### src/rtl/ping_pong_pkg.sv
`default_nettype none
// ============================================================================
// Module  : ping_pong_pkg
// Brief   : Shared types for the ping-pong bank write/read controller.
// Revision: 1.0 - initial release
// ============================================================================
package ping_pong_pkg;

  typedef enum logic [0:0] {
    R_IDLE = 1'b0,
    R_READ = 1'b1
  } rd_state_e;

  typedef enum logic [0:0] {
    BANK0 = 1'b0,
    BANK1 = 1'b1
  } bank_sel_e;

  // A single slice pass still needs a 1-bit index port.
  function automatic int slice_width(input int modules);
    return (modules > 1) ? $clog2(modules) : 1;
  endfunction

endpackage
`default_nettype wire

### src/rtl/ping_pong_w_ctrl_if.sv
`default_nettype none
// ============================================================================
// Module  : ping_pong_w_ctrl_if
// Brief   : Handshake and dual-bank BRAM port bundle of the ping-pong controller.
// Revision: 1.0 - initial release
// ============================================================================
interface ping_pong_w_ctrl_if
  import ping_pong_pkg::*;
#(
  parameter int ADDR_WIDTH    = 8,
  parameter int TOTAL_MODULES = 4
);
  localparam int c_slice_w = slice_width(TOTAL_MODULES);

  logic                  in_valid;
  logic                  in_ready;
  logic                  sa_ready;
  logic                  bank0_ena;
  logic                  bank0_wea;
  logic                  bank1_ena;
  logic                  bank1_wea;
  logic [ADDR_WIDTH-1:0] bank0_addra;
  logic [ADDR_WIDTH-1:0] bank1_addra;
  logic                  bank0_enb;
  logic                  bank1_enb;
  logic                  bank0_web;
  logic                  bank1_web;
  logic [ADDR_WIDTH-1:0] bank0_addrb;
  logic [ADDR_WIDTH-1:0] bank1_addrb;
  logic [c_slice_w-1:0]  slicing_idx;
  logic                  rd_valid;
  logic                  rd_bank;
  logic                  rd_last;
  logic [1:0]            bank_full;

  modport master (
    input  in_valid, sa_ready,
    output in_ready,
    output bank0_ena, bank0_wea, bank1_ena, bank1_wea, bank0_addra, bank1_addra,
    output bank0_enb, bank1_enb, bank0_web, bank1_web, bank0_addrb, bank1_addrb,
    output slicing_idx, rd_valid, rd_bank, rd_last, bank_full
  );

  modport slave (
    output in_valid, sa_ready,
    input  in_ready,
    input  bank0_ena, bank0_wea, bank1_ena, bank1_wea, bank0_addra, bank1_addra,
    input  bank0_enb, bank1_enb, bank0_web, bank1_web, bank0_addrb, bank1_addrb,
    input  slicing_idx, rd_valid, rd_bank, rd_last, bank_full
  );

endinterface
`default_nettype wire

### src/rtl/pp_addr_counter.sv
`default_nettype none
// ============================================================================
// Module  : pp_addr_counter
// Brief   : Enabled 0..MAX_COUNT wrap counter with a terminal-count flag.
// Revision: 1.0 - initial release
// ============================================================================
module pp_addr_counter #(
  parameter int WIDTH     = 8,
  parameter int MAX_COUNT = 11
) (
  input  wire logic             clk,
  input  wire logic             rst_n,
  input  wire logic             en,
  output logic [WIDTH-1:0]      count,
  output logic                  terminal
);

  logic [WIDTH-1:0] r_count;

  assign terminal = (r_count == WIDTH'(MAX_COUNT));
  assign count    = r_count;

  always_ff @(posedge clk or negedge rst_n) begin
    if (!rst_n) begin
      r_count <= '0;
    end else if (en) begin
      r_count <= terminal ? '0 : r_count + 1'b1;
    end
  end

endmodule
`default_nettype wire

### src/rtl/ping_pong_w_ctrl.sv
`default_nettype none
// ============================================================================
// Module  : ping_pong_w_ctrl
// Brief   : Fills two BRAM banks alternately and drains each full bank to the
//           systolic array in TOTAL_MODULES slice passes.
// Revision: 1.0 - initial release
// ============================================================================
module ping_pong_w_ctrl
  import ping_pong_pkg::*;
#(
  parameter int ADDR_WIDTH    = 8,
  parameter int TOTAL_DEPTH   = 12,
  parameter int TOTAL_MODULES = 4
) (
  input wire logic            clk,
  input wire logic            rst_n,
  ping_pong_w_ctrl_if.master  bus
);

  localparam int                   c_slice_w    = slice_width(TOTAL_MODULES);
  localparam logic [c_slice_w-1:0] c_last_slice = c_slice_w'(TOTAL_MODULES - 1);

  rd_state_e             r_state;
  rd_state_e             w_state_nxt;
  bank_sel_e             r_wr_sel;
  bank_sel_e             r_rd_sel;
  logic [1:0]            r_bank_full;
  logic [1:0]            w_full_nxt;
  logic [c_slice_w-1:0]  r_slice;
  logic                  r_rd_valid;
  logic                  r_rd_bank;
  logic                  r_rd_last;

  logic [ADDR_WIDTH-1:0] w_wr_cnt;
  logic [ADDR_WIDTH-1:0] w_rd_cnt;
  logic                  w_wr_term;
  logic                  w_rd_term;
  logic                  w_in_ready;
  logic                  w_beat;
  logic                  w_fill_done;
  logic                  w_reading;
  logic                  w_slice_end;
  logic                  w_drain_done;

  // Gating with rst_n keeps the combinational write enables low during reset.
  assign w_in_ready   = rst_n & ~r_bank_full[r_wr_sel];
  assign w_beat       = bus.in_valid & w_in_ready;
  assign w_fill_done  = w_beat & w_wr_term;
  assign w_reading    = (r_state == R_READ);
  assign w_slice_end  = w_reading & w_rd_term;
  assign w_drain_done = w_slice_end & (r_slice == c_last_slice);

  pp_addr_counter #(
    .WIDTH     (ADDR_WIDTH),
    .MAX_COUNT (TOTAL_DEPTH - 1)
  ) u_wr_cnt (
    .clk      (clk),
    .rst_n    (rst_n),
    .en       (w_beat),
    .count    (w_wr_cnt),
    .terminal (w_wr_term)
  );

  pp_addr_counter #(
    .WIDTH     (ADDR_WIDTH),
    .MAX_COUNT (TOTAL_DEPTH - 1)
  ) u_rd_cnt (
    .clk      (clk),
    .rst_n    (rst_n),
    .en       (w_reading),
    .count    (w_rd_cnt),
    .terminal (w_rd_term)
  );

  // A drain, once started, runs to completion regardless of sa_ready.
  always_comb begin
    w_state_nxt = r_state;
    case (r_state)
      R_IDLE:  if (r_bank_full[r_rd_sel] && bus.sa_ready) w_state_nxt = R_READ;
      R_READ:  if (w_drain_done) w_state_nxt = R_IDLE;
      default: w_state_nxt = R_IDLE;
    endcase
  end

  // Fill and drain always target different banks, so set and clear never collide.
  always_comb begin
    w_full_nxt = r_bank_full;
    if (w_fill_done)  w_full_nxt[r_wr_sel] = 1'b1;
    if (w_drain_done) w_full_nxt[r_rd_sel] = 1'b0;
  end

  always_ff @(posedge clk or negedge rst_n) begin
    if (!rst_n) begin
      r_state     <= R_IDLE;
      r_wr_sel    <= BANK0;
      r_rd_sel    <= BANK0;
      r_bank_full <= 2'b00;
      r_slice     <= '0;
      r_rd_valid  <= 1'b0;
      r_rd_bank   <= 1'b0;
      r_rd_last   <= 1'b0;
    end else begin
      r_state     <= w_state_nxt;
      r_bank_full <= w_full_nxt;
      r_rd_valid  <= w_reading;
      r_rd_bank   <= r_rd_sel;
      r_rd_last   <= w_drain_done;
      if (w_fill_done) begin
        r_wr_sel <= (r_wr_sel == BANK0) ? BANK1 : BANK0;
      end
      if (w_drain_done) begin
        r_rd_sel <= (r_rd_sel == BANK0) ? BANK1 : BANK0;
        r_slice  <= '0;
      end else if (w_slice_end) begin
        r_slice  <= r_slice + 1'b1;
      end
    end
  end

  assign bus.in_ready    = w_in_ready;
  assign bus.bank0_ena   = w_beat & (r_wr_sel == BANK0);
  assign bus.bank0_wea   = w_beat & (r_wr_sel == BANK0);
  assign bus.bank1_ena   = w_beat & (r_wr_sel == BANK1);
  assign bus.bank1_wea   = w_beat & (r_wr_sel == BANK1);
  assign bus.bank0_addra = (r_wr_sel == BANK0) ? w_wr_cnt : '0;
  assign bus.bank1_addra = (r_wr_sel == BANK1) ? w_wr_cnt : '0;
  assign bus.bank0_enb   = w_reading & (r_rd_sel == BANK0);
  assign bus.bank1_enb   = w_reading & (r_rd_sel == BANK1);
  assign bus.bank0_web   = 1'b0;
  assign bus.bank1_web   = 1'b0;
  assign bus.bank0_addrb = (w_reading && r_rd_sel == BANK0) ? w_rd_cnt : '0;
  assign bus.bank1_addrb = (w_reading && r_rd_sel == BANK1) ? w_rd_cnt : '0;
  assign bus.slicing_idx = r_slice;
  assign bus.rd_valid    = r_rd_valid;
  assign bus.rd_bank     = r_rd_bank;
  assign bus.rd_last     = r_rd_last;
  assign bus.bank_full   = r_bank_full;

endmodule
`default_nettype wire

### src/flat_wrapper.sv
// flat-port wrapper written by rule: the top's interface ports become plain ports
module ping_pong_w_ctrl_flat import ping_pong_pkg::*;
#(
  parameter int ADDR_WIDTH    = 8,
  parameter int TOTAL_DEPTH   = 12,
  parameter int TOTAL_MODULES = 4
)
  (clk, rst_n, bus_in_valid, bus_sa_ready, bus_in_ready, bus_bank0_ena, bus_bank0_wea, bus_bank1_ena, bus_bank1_wea, bus_bank0_addra, bus_bank1_addra, bus_bank0_enb, bus_bank1_enb, bus_bank0_web, bus_bank1_web, bus_bank0_addrb, bus_bank1_addrb, bus_slicing_idx, bus_rd_valid, bus_rd_bank, bus_rd_last, bus_bank_full);
  ping_pong_w_ctrl_if #(.ADDR_WIDTH(ADDR_WIDTH), .TOTAL_MODULES(TOTAL_MODULES)) bus_i ();
  input wire logic clk;
  input wire logic rst_n;
  input wire logic [$bits(bus_i.in_valid)-1:0] bus_in_valid;
  input wire logic [$bits(bus_i.sa_ready)-1:0] bus_sa_ready;
  output wire logic [$bits(bus_i.in_ready)-1:0] bus_in_ready;
  output wire logic [$bits(bus_i.bank0_ena)-1:0] bus_bank0_ena;
  output wire logic [$bits(bus_i.bank0_wea)-1:0] bus_bank0_wea;
  output wire logic [$bits(bus_i.bank1_ena)-1:0] bus_bank1_ena;
  output wire logic [$bits(bus_i.bank1_wea)-1:0] bus_bank1_wea;
  output wire logic [$bits(bus_i.bank0_addra)-1:0] bus_bank0_addra;
  output wire logic [$bits(bus_i.bank1_addra)-1:0] bus_bank1_addra;
  output wire logic [$bits(bus_i.bank0_enb)-1:0] bus_bank0_enb;
  output wire logic [$bits(bus_i.bank1_enb)-1:0] bus_bank1_enb;
  output wire logic [$bits(bus_i.bank0_web)-1:0] bus_bank0_web;
  output wire logic [$bits(bus_i.bank1_web)-1:0] bus_bank1_web;
  output wire logic [$bits(bus_i.bank0_addrb)-1:0] bus_bank0_addrb;
  output wire logic [$bits(bus_i.bank1_addrb)-1:0] bus_bank1_addrb;
  output wire logic [$bits(bus_i.slicing_idx)-1:0] bus_slicing_idx;
  output wire logic [$bits(bus_i.rd_valid)-1:0] bus_rd_valid;
  output wire logic [$bits(bus_i.rd_bank)-1:0] bus_rd_bank;
  output wire logic [$bits(bus_i.rd_last)-1:0] bus_rd_last;
  output wire logic [$bits(bus_i.bank_full)-1:0] bus_bank_full;
  assign bus_i.in_valid = bus_in_valid;
  assign bus_i.sa_ready = bus_sa_ready;
  assign bus_in_ready = bus_i.in_ready;
  assign bus_bank0_ena = bus_i.bank0_ena;
  assign bus_bank0_wea = bus_i.bank0_wea;
  assign bus_bank1_ena = bus_i.bank1_ena;
  assign bus_bank1_wea = bus_i.bank1_wea;
  assign bus_bank0_addra = bus_i.bank0_addra;
  assign bus_bank1_addra = bus_i.bank1_addra;
  assign bus_bank0_enb = bus_i.bank0_enb;
  assign bus_bank1_enb = bus_i.bank1_enb;
  assign bus_bank0_web = bus_i.bank0_web;
  assign bus_bank1_web = bus_i.bank1_web;
  assign bus_bank0_addrb = bus_i.bank0_addrb;
  assign bus_bank1_addrb = bus_i.bank1_addrb;
  assign bus_slicing_idx = bus_i.slicing_idx;
  assign bus_rd_valid = bus_i.rd_valid;
  assign bus_rd_bank = bus_i.rd_bank;
  assign bus_rd_last = bus_i.rd_last;
  assign bus_bank_full = bus_i.bank_full;
  ping_pong_w_ctrl #(.ADDR_WIDTH(ADDR_WIDTH), .TOTAL_DEPTH(TOTAL_DEPTH), .TOTAL_MODULES(TOTAL_MODULES)) u_core (.clk(clk), .rst_n(rst_n), .bus(bus_i));
endmodule
### config.mk
export PLATFORM = sky130hd
export DESIGN_NAME = ping_pong_w_ctrl_flat
export DESIGN_NICKNAME = d
export VERILOG_FILES = /design/src/rtl/ping_pong_pkg.sv /design/src/rtl/ping_pong_w_ctrl_if.sv /design/src/rtl/pp_addr_counter.sv /design/src/rtl/ping_pong_w_ctrl.sv /design/src/flat_wrapper.sv
export SDC_FILE = /design/constraint.sdc
export NUM_CORES = 1
export LEC_CHECK = 0
export ABC_AREA = 1
export CORE_MARGIN = 10
export CORE_UTILIZATION = 45
export DETAILED_ROUTE_END_ITERATION = 8
export HOLD_SLACK_MARGIN = 0.03
export PLACE_DENSITY_LB_ADDON = 0.2
export SYNTH_ARGS = -nofsm -noshare
export SYNTH_HDL_FRONTEND = slang
export SYNTH_SLANG_ARGS = --single-unit
### constraint.sdc
create_clock -name clk -period 1.56 [get_ports clk]
set_clock_uncertainty 0.15 [all_clocks]
set_input_delay 0.156 -clock clk [delete_from_list [all_inputs] [get_ports clk]]
set_output_delay 0.156 -clock clk [all_outputs]
set_load 0.05 [all_outputs]
==> flow_metrics.tcl, run 1 <==
set metrics [dict create \
    stop_error "[ERROR DPL-0038] Utilization greater than 100%, impossible to legalize" \
    row_count 20 \
    start_util_pct 48.1 \
    syn_area_per_cell_um2 7.20 \
    worstEndpointType "primary output" \
    place_ws_ps -21.0 \
    ys_seq_elements 26 \
    async_reset_ff_share_pct 100 \
    synth_edf_count 0 \
    syn_inst 209 \
    lastStage "5_1_grt" \
    yosysMostFrequentCell "nor2_1" \
    htree_levels 1 \
    netlist_area_mm2 0.00150 \
    cts_buffers 3 \
    cts_num_sinks 26 \
    worst_endpoint "bus_bank0_ena" \
    synth_common_cells "nor2_1 (45), inv_1 (41), nand2_1 (39)" \
    post-place-cells 311 \
    ys.flop_type "dfrtp_1" \
    netlist.area_leader.share_pct 43.3 \
    clockBufferDepth 2 \
    grt_max_degree 27 \
    status "stopped before the end" \
    gp_congestion 0.861 \
    cts_hold_buffers 0 \
    ys_seq_area_share_pct 43.3 \
    synthTopCellsByArea "dfrtp_1 (43%), nor2_1 (11%), inv_1 (10%), nand2_1 (9.7%), xor2_1 (4.7%)" \
    pin_count 52 \
    yosysWarnings 0 \
    die_w_um 77.8 \
    synth_largest_area_cell "dfrtp_1" \
    hpwl_um 3570 \
    yosysUniqueCellTypes 22 \
    portBuffers 49 \
    root_buffer "clkbuf_4" \
    die_h_um 77.8 \
]
## what timing repair did
| item | CTS |
|---|---|
| endpoints found under the setup margin | 38 |
| buffers inserted | 6 |
| cloned | 1 |
| pin swaps | 14 |
| resized for setup | 42 |
## kinds of logic after synthesis
kind of cell / count (synthesis) / synth area share, %
xor gates and xnor gates: 9 / 5.24
and+or+nand+nor: 106 / 29.4
adders and majority gates: 3 / 2.50
buffers and inverters: 50 / 14.7
other: 1 / 0.249
DFF: 26 / 43.3
AOI/OAI and AO/OA: 14 / 4.66
## stage by stage
| step | setup TNS, ps | utilization, % | area (µm²) |
|---|---|---|---|
| floorplan | -3860 | - | 1660 |
| global placement | 0 | 86.0 | 2690 |
| detailed placement | -44.1 | 86.0 | 2690 |
| CTS | -4400 | 92.6 | 2900 |
==> run 2, diff against run 1 <==
- CORE_UTILIZATION: 45 -> 40
- HOLD_SLACK_MARGIN: 0.03 -> unset
- PLACE_DENSITY_LB_ADDON: 0.2 -> 0.15
==> run 2 against run 1 <==
Against the previous run:
- the flow now finishes, with violations (negative setup slack)
- synthesized cell count stayed put
- synthesized area unchanged
==> flow_metrics.tcl, run 2 <==
set metrics [dict create \
    status "finished with violations" \
    violations "negative setup slack" \
    drtPass1Iterations 4 \
    final_max_slew_viol_count 0 \
    drt-total-wl_um 4700 \
    yosysMostFrequentCell "nor2_1" \
    critical_path_class "register to output port" \
    design_area_mm2 0.00303 \
    fill_cells 216 \
    drc 0 \
    synth_adder_area_share_pct 2.50 \
    layout.cells.non_filler 335 \
    netlist_area_mm2 0.00150 \
    ys_seq_area_share_pct 43.3 \
    async_reset_ff_share_pct 100 \
    hpwl_um 3510 \
    r2r_end "u_core.r_wr_sel$_DFFE_PN0N_" \
    synth-simple-area-share_pct 29.4 \
    grt.overflow.total 0 \
    grt_max_degree 26 \
    hold_class "input pin to async pin" \
    sw_frac_of_total_pct 45.4 \
    r2r-start "u_core.bus.bank_full[0]$_DFF_PN0_" \
    crit_arrival_ps 1390 \
    place_ws_ps -94.0 \
    synth_top_family_by_area "simple AND/OR/NAND/NOR gates" \
    cp-end-kind "output port" \
    worst_r2r_path_depth 5 \
    powerDensity_mw_per_mm2 1420 \
    pin_count 52 \
    power_switching_mw 1.94 \
    die-area_mm2 0.00661 \
    min_period_ps 1700 \
    syn2layout_area_growth_pct 101 \
    place_area_mm2 0.00272 \
    start_util_pct 41.1 \
    synth_edf_count 0 \
    row_count 22 \
    timing.final.crit_share_pct 109 \
    ys.flop_type "dfrtp_1" \
    crit_fanout 4 \
    drive_gt1_share_pct 46.0 \
    antenna_found_initial 0 \
    grt_pass1_wl_um 7310 \
    fin_ws_ps -135 \
    drt_iter0_drc 50 \
    grt_pass1_vias 1557 \
    cts_tree "built" \
    power.share.sequential_pct 22.6 \
    clockBufferDepth 2 \
    htree_levels 1 \
    fmax_mhz 590 \
    layout_commonest_cell "buf_12" \
    whs_ps 102 \
    die_w_um 81.3 \
    num_vias 1573 \
    synthTopCellsByArea "dfrtp_1 (43%), nor2_1 (11%), inv_1 (10%), nand2_1 (9.7%), xor2_1 (4.7%)" \
    rsz0062_at_grt "true" \
    vdd_drop_max_uv 579 \
    yosysWarnings 0 \
    portBuffers 49 \
    die_h_um 81.3 \
    cap_violations 0 \
    critPathLaunch "u_core.bus.bank_full[0]$_DFF_PN0_" \
    worstSetupStartpointType "register" \
    hold_viol_final 0 \
    synth_compound_area_share_pct 4.66 \
    combPwrFrac_pct 67.4 \
    vias_per_cell 4.70 \
    wl_per_cell_um 14.0 \
    ant_nets 0 \
    synth_common_cells "nor2_1 (45), inv_1 (41), nand2_1 (39)" \
    synth_xor_area_share_pct 5.24 \
    ys_seq_elements 26 \
    pwr-share-clk_pct 10.0 \
    final_cell_mix "buf_12 (45), inv_1 (36), nand2_1 (34)" \
    core_mm2 0.00366 \
    clk_latency_ps 260 \
    r2r_setup_slack_ps 40 \
    multi_input_area_um2 867 \
    ff_latch_area_um2 654 \
    gp_congestion 0.840 \
    cts_buffers 3 \
    worstSetupEndpoint "bus_bank0_wea" \
    yosysUniqueCellTypes 22 \
    post-place-cells 318 \
    path_clk_slew_ps 90 \
    cp.required_ps 1250 \
    finalPower_mw 4.28 \
    netlist.area_leader.share_pct 43.3 \
    cts_num_sinks 26 \
    syn_area_per_cell_um2 7.20 \
    synth_largest_area_cell "dfrtp_1" \
    finalSetupViolCount 34 \
    syn_inst 209 \
    p_int_mw 2.34 \
    fin_nets 295 \
    globalRouteTotalUtil_pct 13.6 \
    leakagePower_nw 1.44 \
    synth.mux.area_fraction_pct 0 \
    root_buffer "clkbuf_8" \
    antenna_cells 0 \
]
## run 2: metal layers
| metal | vias to the layer above | track usage [%] | wire (µm) |
|---|---|---|---|
| li1 | 773 | - | - |
| met1 | 748 | 14.6 | 1720 |
| met2 | 48 | 25.9 | 2600 |
| met3 | 4 | 4.08 | 346 |
| met4 | 0 | 2.08 | 33 |
| met5 | - | 0 | 0 |
## run 2: final cells by class
| class | count | area share (%) |
|---|---|---|
| Clock buffer | 4 | 1.82 |
| Timing Repair Buffer | 81 | 40.4 |
| Tap cell | 48 | 1.99 |
| Sequential cell | 26 | 21.6 |
| Inverter | 42 | 5.50 |
| Multi-Input combinational cell | 134 | 28.7 |
## run 2: how the worst min path moves through the flow
stage	start	endpoint	slack [ps]
6_report	rst_n	u_core.u_wr_cnt.count[0]$_DFFE_PN0N_	100
5_1_grt	rst_n	u_core.u_wr_cnt.count[0]$_DFFE_PN0N_	140
4_1_cts	rst_n	u_core.u_wr_cnt.count[0]$_DFFE_PN0N_	80
3_5_place_dp	u_core.r_state$_DFF_PN0_	u_core.bus.rd_valid$_DFF_PN0_	310
3_3_place_gp	u_core.r_state$_DFF_PN0_	u_core.bus.rd_valid$_DFF_PN0_	310
2_1_floorplan	rst_n	u_core.bus.bank_full[0]$_DFF_PN0_	-290
## run 2: power groups by stage
| stage | clock, mW | combinational, mW | sequential [mW] |
|---|---|---|---|
| detailed placement | 0 | 2.63 | 0.982 |
| finish | 0.428 | 2.89 | 0.970 |
| global route | 0.465 | 3.06 | 0.992 |
| global placement | 0 | 2.58 | 0.976 |
| CTS | 0.435 | 2.77 | 0.969 |
| floorplan | 0 | 1.34 | 1.09 |
## run 2: critical path, cell delays in order (launching register included)
cell and delay, ps:
dfrtp_2 460, nand2_2 100, nand4_1 110, buf_6 160, nor2_4 140, buf_12 160
## run 2: stage by stage
step	TNS [ps]	util [%]
2_1_floorplan	-3860	-
3_3_place_gp	-95.7	74.2
3_5_place_dp	-596	74.2
4_1_cts	-2260	78.4
5_1_grt	-4360	82.6
6_report	-2300	82.6
## run 2: logic make-up after synthesis
group,count (synthesis)
buffers and inverters,50
other,1
DFF,26
xor gates and xnor gates,9
and+or+nand+nor,106
adders and majority gates,3
AOI/OAI and AO/OA,14
## run 2: repair_timing
action | CTS | global route
cloned | 1 | 1
setup endpoints to repair | 36 | 49
pin swaps | 5 | 5
hold buffers | 0 | 0
gates resized for setup | 20 | 20
setup buffers | 3 | 9
Power figures use the tool's default switching activity.
